[src/rtl/m_ifetch.sv]
// Instruction-fetch stage: owns the PC, loads IF/ID and turns resolved branches into BTB writes.
// Optional build macro M_IFETCH_BTB_INVAL_EN: a mispredicted not-taken branch also clears its BTB entry.
//
// state | meaning
// BOOT  | PC held at RESET_PC and IF/ID invalid; stall and redirects are ignored
// RUN   | normal fetch with redirect > stall > BTB prediction > PC+4
module m_ifetch #(
  parameter logic [31:0] RESET_PC = 32'h0
) (
  input  logic        w_clock,
  input  logic        w_rst_n,
  input  logic        w_stall,
  output logic [31:0] w_pc,
  input  logic        w_btb_hit,
  input  logic [31:0] w_btb_dout,
  input  logic [31:0] w_imem_data,
  output logic        w_if_valid,
  output logic [31:0] w_if_pc,
  output logic [31:0] w_if_ir,
  output logic        w_if_pred,
  output logic [31:0] w_if_ptgt,
  input  logic        w_br_valid,
  input  logic [31:0] w_br_pc,
  input  logic        w_br_taken,
  input  logic [31:0] w_br_tgt,
  input  logic        w_br_mispred,
  output logic        w_btb_we,
  output logic [4:0]  w_btb_wa,
  output logic [57:0] w_btb_wd
);

  typedef enum logic {S_BOOT, S_RUN} state_t;

  state_t      state, state_nxt;
  logic        redirect;
  logic [31:0] pc_plus4;
  logic [31:0] pc_nxt;
  logic [31:0] ptgt_nxt;
  logic        if_load;
  logic        if_flush;
  logic        upd_we;
  logic [57:0] upd_wd;

  assign redirect = w_br_valid & w_br_mispred;
  assign pc_plus4 = w_pc + 32'd4;

  always_ff @(posedge w_clock) begin
    if (!w_rst_n) state <= S_BOOT;
    else          state <= state_nxt;
  end

  always_comb begin
    state_nxt = S_RUN;
    pc_nxt    = w_pc;
    ptgt_nxt  = w_btb_hit ? w_btb_dout : pc_plus4;
    if_load   = 1'b0;
    if_flush  = 1'b0;
    upd_we    = 1'b0;
    upd_wd    = {1'b1, w_br_pc[31:7], w_br_tgt};
    case (state)
      S_BOOT: state_nxt = S_RUN;
      S_RUN: begin
        // flush wins over stall so the wrong-path instruction never survives
        if (redirect) begin
          pc_nxt   = w_br_taken ? w_br_tgt : w_br_pc + 32'd4;
          if_flush = 1'b1;
        end else if (!w_stall) begin
          pc_nxt  = ptgt_nxt;
          if_load = 1'b1;
        end
      end
    endcase
    if (w_br_valid && w_br_taken) begin
      upd_we = 1'b1;
    end
`ifdef M_IFETCH_BTB_INVAL_EN
    else if (redirect) begin
      upd_we = 1'b1;
      upd_wd = {1'b0, w_br_pc[31:7], 32'h0};
    end
`endif
  end

  always_ff @(posedge w_clock) begin
    if (!w_rst_n) begin
      w_pc       <= RESET_PC;
      w_if_valid <= 1'b0;
      w_if_pc    <= 32'h0;
      w_if_ir    <= 32'h0;
      w_if_pred  <= 1'b0;
      w_if_ptgt  <= 32'h0;
      w_btb_we   <= 1'b0;
      w_btb_wa   <= 5'h0;
      w_btb_wd   <= 58'h0;
    end else begin
      w_pc <= pc_nxt;
      if (if_flush) begin
        w_if_valid <= 1'b0;
      end else if (if_load) begin
        w_if_valid <= 1'b1;
        w_if_pc    <= w_pc;
        w_if_ir    <= w_imem_data;
        w_if_pred  <= w_btb_hit;
        w_if_ptgt  <= ptgt_nxt;
      end
      w_btb_we <= upd_we;
      if (upd_we) begin
        w_btb_wa <= w_br_pc[6:2];
        w_btb_wd <= upd_wd;
      end
    end
  end

endmodule

[config.mk]
export PLATFORM = sky130hd
export DESIGN_NAME = m_ifetch
export DESIGN_NICKNAME = d
export VERILOG_FILES = /design/src/rtl/m_ifetch.sv
export SDC_FILE = /design/constraint.sdc
export NUM_CORES = 1
export LEC_CHECK = 0
export ABC_AREA = 0
export CORE_ASPECT_RATIO = 1.25
export CORE_MARGIN = 1
export CORE_UTILIZATION = 45
export CTS_CLUSTER_SIZE = 40
export DETAILED_ROUTE_END_ITERATION = 8
export PLACE_DENSITY = 0.79
export SYNTH_ARGS = -nofsm -noshare
export SYNTH_HDL_FRONTEND = slang
export SYNTH_SLANG_ARGS = --single-unit
[constraint.sdc]
create_clock -name w_clock -period 2.77 [get_ports w_clock]
set_input_delay 0.554 -clock w_clock [delete_from_list [all_inputs] [get_ports w_clock]]
set_output_delay 0.554 -clock w_clock [all_outputs]
set_load 0.02 [all_outputs]
==> results.tsv, run 1 <==
stage	metric	value	unit
status	status	finished clean	
clock_network	Root Driver	clkbuf_16	
global_route	first-pass GRT wire length	51400	um
routing	Routed wire per std cell	19.3	um
die	full die area	20300	um^2
timing	skew final	0.0118	ns
yosys	warnings from Yosys	0	
setup_path	CP Data Required Time	3.08	ns
timing	final worst path period share	86.4	%
clock_network	CTS tree	built	
setup_path	Worst R2R Start	w_pc[2]	
run	Max-Cap Viols	0	
clock_network	CTS resizes	0	
clock_network	setup bufs post-CTS	0	
yosys	Seq/Total Area, Yosys	44.0	%
timing	final hold slack	0.453	ns
timing	Worst-Margin Slew	0.588	ns
pwr	P per Cell Area	515	nW/um^2
clock_network	worst skew pair latency	0.44	ns
setup_path	CP arrival	2.70	ns
worst_hold_path	HP Class	flip-flop to flip-flop	
global_route	vias in the first global route	9075	
cells_and_area	post-route cell area	13300	um^2
cells_and_area	layout cells sized above 1	8.16	%
timing	Hold Vio Cnt, Final	0	
setup_path	CP Class	flip-flop to flip-flop	
pwr	Max IR drop VDD	433	uV
timing	maximum clock rate	418	MHz
clock_network	H-tree depth	4	
global_route	initial antenna violation count	0	
routing	routed wire length	33900	um
yosys	dominant synthesized flop cell	dfxtp_1	
yosys	Net Count, Synth	1296	
worst_hold_path	hold_sp	w_if_ir[26]	
die	row count	57	
timing	post-route minimum period	2.39	ns
routing	DRC	0	
timing	TNS Setup	0	ns
cells_and_area	Area Overhead vs Synth	50.0	%
place	DP HPWL	25900	um
die	Core Footprint	19400	um^2
routing	drt initial violations	907	
cells_and_area	FILL cells	1686	
clock_network	clk slew on worst S/H paths	0.07	ns
clock_network	clk sinks	195	
global_route	total track usage	33.0	%
die	IO Count	329	
timing	setup violators final	0	
die	Die X	128	um
worst_hold_path	Worst Hold End	w_if_ir[26]	
global_route	largest net degree at the start of global routing	83	
place	gpl congestion	0.967	
routing	antenna viol nets, final	0	
yosys	Post-synth EDFFs	0	
setup_path	worst r2r path cells	7	
timing	Slew Limit Fails	0	
worst_hold_path	WHS Path Cells	2	
timing	relative slew slack	60.8	%
yosys	Seq cells post-synth	195	
yosys	Avg Cell Area, Syn	7.66	um^2
clock_network	TritonCTS buffer count	17	
place	Post-DP Area	12800	um^2
yosys	Yosys cell types	62	
routing	vias per cell	5.49	
timing	RSZ-0062 raised after global routing	false	
die	Initial Util	45.8	%
yosys	cell count after synthesis	1159	
yosys	mapped cell area	8880	um^2
setup_path	Critical Path Sink Type	flip-flop	
routing	DR vias	9663	
yosys	ys async rst share	0	%
cells_and_area	Nets	1620	
setup_path	internal reg-to-reg setup slack	0.38	ns
clock_network	hold-fix buffer count after cts	0	
global_route	gr ovfl total	0	
clock_network	Max clock buf depth	2	
pwr	Leak	4.76	nW
place	port bufs	328	
setup_path	Startpoint Class	flip-flop	
routing	DRT Pass-1 Iters	5	
cells_and_area	Antenna diodes	0	
setup_path	CP max FO	5	
die	Die Ht	159	um
setup_path	r2r endpoint	w_pc[22]	
[power breakdown]
group	internal [mW]	switching, mW	leakage [nW]
clock	1.21	1.20	0.272
combinational	0.641	0.753	2.90
sequential	2.94	0.111	1.59
[how the worst max path moves through the flow]
stage,startpoint,endpoint,slack (ns),cells past startpoint
after floorplan,w_pc[2],w_pc[22],0.66,7
after global placement,w_br_pc[3],w_pc[22],0.08,9
after detailed placement,w_br_pc[3],w_pc[22],0.04,9
after CTS,w_pc[2],w_pc[22],0.42,7
after global routing,w_pc[2],w_pc[22],0.25,7
final,w_pc[2],w_pc[22],0.38,7
[cell families (layout without fill, tap and decap cells)]
group           Yosys count  in the layout  share of synthesized area (%)
mux                      17             17                           1.93
buf+inv                 102            438                           4.54
flops                   195            195                           44.0
fa+ha+maj                 2              2                          0.282
compound gates          290            290                           18.8
simple gates            501            501                           25.4
xor+xnor                 52             52                           5.13
[worst max-delay path, stage by stage, from the launching register on]
cell and delay [ns]:
dfxtp_1 0.34, ha_1 0.25, nand4_2 0.21, nor4_2 0.50, nand4_1 0.25, and3_1 0.24, o31ai_1 0.33, a31oi_1 0.13
[metal layers]
| layer | track usage (%) | part of all wire [%] | wire [um] |
|---|---|---|---|
| met5 | 0 | 0 | 0 |
| met3 | 7.59 | 8.4 | 2840 |
| met4 | 14.3 | 3.8 | 1300 |
| met1 | 39.0 | 39 | 13200 |
| met2 | 56.9 | 49 | 16500 |
[per-stage QoR]
stage / power, mW / instances / setup WS, ns / utilization, %
after floorplan: 3.71 / 1159 / 0.660 / -
after global placement: 4.48 / 1729 / 0.0797 / 65.8
after detailed placement: 4.49 / 1729 / 0.0416 / 65.8
after CTS: 6.87 / 1760 / 0.416 / 68.7
after global routing: 7.09 / 1760 / 0.246 / 68.7
final: 6.86 / 1760 / 0.377 / 68.7
[synthesized netlist by cell type (2+ instances only)]
library cell / number / share of area, %
a22oi_1: 3 / 0.25
or4_1: 3 / 0.25
clkbuf_1: 74 / 3.1
dfxtp_1: 195 / 44
or3_1: 3 / 0.21
buf_2: 12 / 0.68
nand4_1: 25 / 1.8
buf_1: 2 / 0.085
o2bb2ai_1: 2 / 0.20
a31o_2: 3 / 0.30
xor2_1: 22 / 2.2
nor4_2: 3 / 0.42
nor3_2: 2 / 0.23
nor4_1: 10 / 0.70
a211oi_1: 2 / 0.17
o31ai_1: 4 / 0.34
nand4b_1: 2 / 0.20
inv_1: 11 / 0.46
and3_1: 12 / 0.85
nor2_1: 37 / 1.6
a21boi_0: 2 / 0.17
nor3_1: 9 / 0.51
xnor2_1: 30 / 3.0
mux2i_1: 16 / 1.8
nand3_1: 26 / 1.5
o211ai_1: 13 / 1.1
o22ai_1: 6 / 0.42
nand4_2: 2 / 0.28
o21a_1: 5 / 0.42
a31oi_1: 17 / 1.2
nand2b_1: 8 / 0.56
o21ai_1: 3 / 0.17
a21o_1: 7 / 0.59
nand2_1: 339 / 14
o211a_1: 2 / 0.23
a21oi_1: 160 / 9.0
o21ai_0: 45 / 2.5
o221ai_1: 6 / 0.59
a32oi_1: 2 / 0.20
ha_1: 2 / 0.28
and2_1: 7 / 0.49
and4_1: 5 / 0.49
[sequential cells by signal (all words and copies together) (netlist names)]
register,flops
w_if_pc,32
w_btb_wd,58
w_if_ir,32
w_if_valid,1
w_if_ptgt,32
w_pc,32
w_btb_wa,5
state,1
w_btb_we,1
w_if_pred,1
[layout by cell type, fill, tap and decap left out, types with 22 or more instances in the layout]
master and n:
clkdlybuf4s50_1 328, nand3_1 26, nand2_1 337, a21oi_1 160
o21ai_0 45, buf_4 59, dfxtp_1 195, xnor2_1 30
nor2_1 36, xor2_1 22, nand4_1 25
[area by class of cell]
type / count / area [um^2] / share of cell area, %
clock buffers: 19 / 443 / 3.32
clock inverters: 12 / 114 / 0.854
inverters: 12 / 50.0 / 0.376
multi-input cells: 862 / 4600 / 34.5
flip-flops and latches: 195 / 3900 / 29.3
well taps: 265 / 332 / 2.49
repair buffers: 395 / 3890 / 29.2
Power figures use the tool's default switching activity.
==> run 2: changes to the inputs <==
--- a/config.mk
+++ b/config.mk
@@ -8,10 +8,10 @@
 export ABC_AREA = 0
 export CORE_ASPECT_RATIO = 1.25
 export CORE_MARGIN = 1
-export CORE_UTILIZATION = 45
+export CORE_UTILIZATION = 48
 export CTS_CLUSTER_SIZE = 40
 export DETAILED_ROUTE_END_ITERATION = 8
-export PLACE_DENSITY = 0.79
+export PLACE_DENSITY = 0.84
 export SYNTH_ARGS = -nofsm -noshare
 export SYNTH_HDL_FRONTEND = slang
 export SYNTH_SLANG_ARGS = --single-unit
==> constraint.sdc (replaced) <==
create_clock -name w_clock -period 2.8 [get_ports w_clock]
set_input_delay 0.56 -clock w_clock [delete_from_list [all_inputs] [get_ports w_clock]]
set_output_delay 0.56 -clock w_clock [all_outputs]
set_load 0.02 [all_outputs]
==> run 2 against run 1 <==
Compared with the run above:
- routed wire length rose by 1.7%
- worst setup slack lost 0.030 ns
- first-iteration DRC count shrank 20%
- design area shrank 0.10%
- maximum frequency fell by 2.5%
- total power increased by 2.5%
- clock skew is 0.0035 ns lower
==> results.tsv, run 2 (synthesis results as in run 1) <==
stage	metric	value	unit
status	status	finished clean	
clock_network	clk sinks	195	
setup_path	CP arrival	2.74	ns
clock_network	CTS resizes	0	
routing	routed wire length	34500	um
die	Core Footprint	18100	um^2
routing	Routed wire per std cell	20.0	um
setup_path	CP max FO	5	
setup_path	Startpoint Class	flip-flop	
place	DP Cell Count	1689	
cells_and_area	commonest non-fill, non-tap cell in the layout	nand2_1	
clock_network	CTS tree	built	
setup_path	Critical Path Sink Type	flip-flop	
cells_and_area	Non-Filler Instances	1721	
die	full die area	19100	um^2
clock_network	TritonCTS buffer count	17	
place	gpl congestion	0.938	
place	post-place setup slack	0.0673	ns
clock_network	clk slew on worst S/H paths	0.08	ns
timing	final worst path period share	87.6	%
global_route	total track usage	36.0	%
clock_network	hold-fix buffer count after cts	0	
die	row count	55	
global_route	largest net degree at the start of global routing	172	
place	DP HPWL	26200	um
timing	relative slew slack	45.6	%
timing	maximum clock rate	408	MHz
clock_network	worst skew pair latency	0.44	ns
timing	final hold slack	0.455	ns
timing	RSZ-0062 raised after global routing	false	
timing	Final Worst Setup Slack	0.347	ns
die	Initial Util	49.1	%
cells_and_area	max FFs per register	58	
run	Max-Cap Viols	0	
routing	DRC	0	
clock_network	Max clock buf depth	2	
clock_network	Root Driver	clkbuf_16	
global_route	initial antenna violation count	0	
cells_and_area	Nets	1617	
global_route	first-pass GRT wire length	52000	um
cells_and_area	layout cells sized above 1	8.10	%
cells_and_area	Finished Core Util	73.5	%
cells_and_area	largest register by flop count	w_btb_wd	
global_route	gr ovfl total	0	
routing	antenna viol nets, final	0	
routing	DR vias	9679	
place	port bufs	328	
setup_path	CP Class	flip-flop to flip-flop	
setup_path	CP Data Required Time	3.09	ns
die	Die Ht	154	um
pwr	Leak	4.78	nW
worst_hold_path	HP Class	flip-flop to flip-flop	
timing	TNS Setup	0	ns
timing	Worst-Margin Slew	0.815	ns
cells_and_area	FILL cells	1430	
die	IO Count	329	
cells_and_area	Antenna diodes	0	
pwr	Max IR drop VDD	411	uV
timing	Slew Limit Fails	0	
pwr	P per Cell Area	528	nW/um^2
global_route	vias in the first global route	9157	
clock_network	H-tree depth	4	
routing	drt initial violations	728	
die	Die X	124	um
routing	vias per cell	5.62	
routing	DRT Pass-1 Iters	5	
timing	Hold Vio Cnt, Final	0	
cells_and_area	Area Overhead vs Synth	49.9	%
timing	post-route minimum period	2.45	ns
cells_and_area	commonest cells after routing, fill and taps aside	337 x nand2_1, 328 x clkdlybuf4s50_1, 195 x dfxtp_1, 160 x a21oi_1, 58 x buf_4	
timing	setup violators final	0	
timing	skew final	0.00831	ns
clock_network	setup bufs post-CTS	0	
## run 2: power breakdown
group | leakage, nW | total [mW] | internal [mW] | switching, mW
registers | 1.59 | 3.02 | 2.91 | 0.108
clock network | 0.313 | 2.62 | 1.42 | 1.20
logic | 2.87 | 1.39 | 0.630 | 0.759
## run 2: layout make-up
type	instances	area (um^2)	area share, %
multi-input cells	862	4600	34.5
flip-flops and latches	195	3900	29.3
inverters	12	47.5	0.357
well taps	228	285	2.14
clock inverters	13	186	1.40
clock buffers	19	453	3.40
repair buffers	392	3840	28.8
## run 2: worst max-delay path: stages (launching register included)
cell      delay [ns]
dfxtp_1         0.34
ha_1            0.31
and4_1          0.36
nand4_1         0.14
xnor2_1         0.15
o21ai_0         0.56
a21boi_0        0.33
o22ai_1         0.12
## run 2: through the flow
| stage | power [mW] | instance area [um^2] |
|---|---|---|
| finish | 7.03 | 13300 |
| floorplan | 3.67 | 8880 |
| CTS | 7.04 | 13300 |
| global route | 7.26 | 13300 |
| global placement | 4.43 | 12700 |
| detailed placement | 4.45 | 12700 |
## run 2: final timing paths
check / startpoint / end / slack (ns) / depth (start not counted)
max: w_pc[2] / w_pc[12] / 0.35 / 7
min: w_if_ir[13] / w_if_ir[13] / 0.45 / 2
max reg2reg: w_pc[2] / w_pc[12] / 0.35 / 7
min reg2reg: w_if_ir[13] / w_if_ir[13] / 0.45 / 2
## run 2: per-layer routing
| layer | vias up | wire [um] | global-route usage, % |
|---|---|---|---|
| met1 | 4478 | 12900 | 42.1 |
| met2 | 508 | 17200 | 61.6 |
| met4 | 0 | 1340 | 15.8 |
| li1 | 4618 | - | - |
| met3 | 75 | 3040 | 8.42 |
| met5 | - | 0 | 0 |
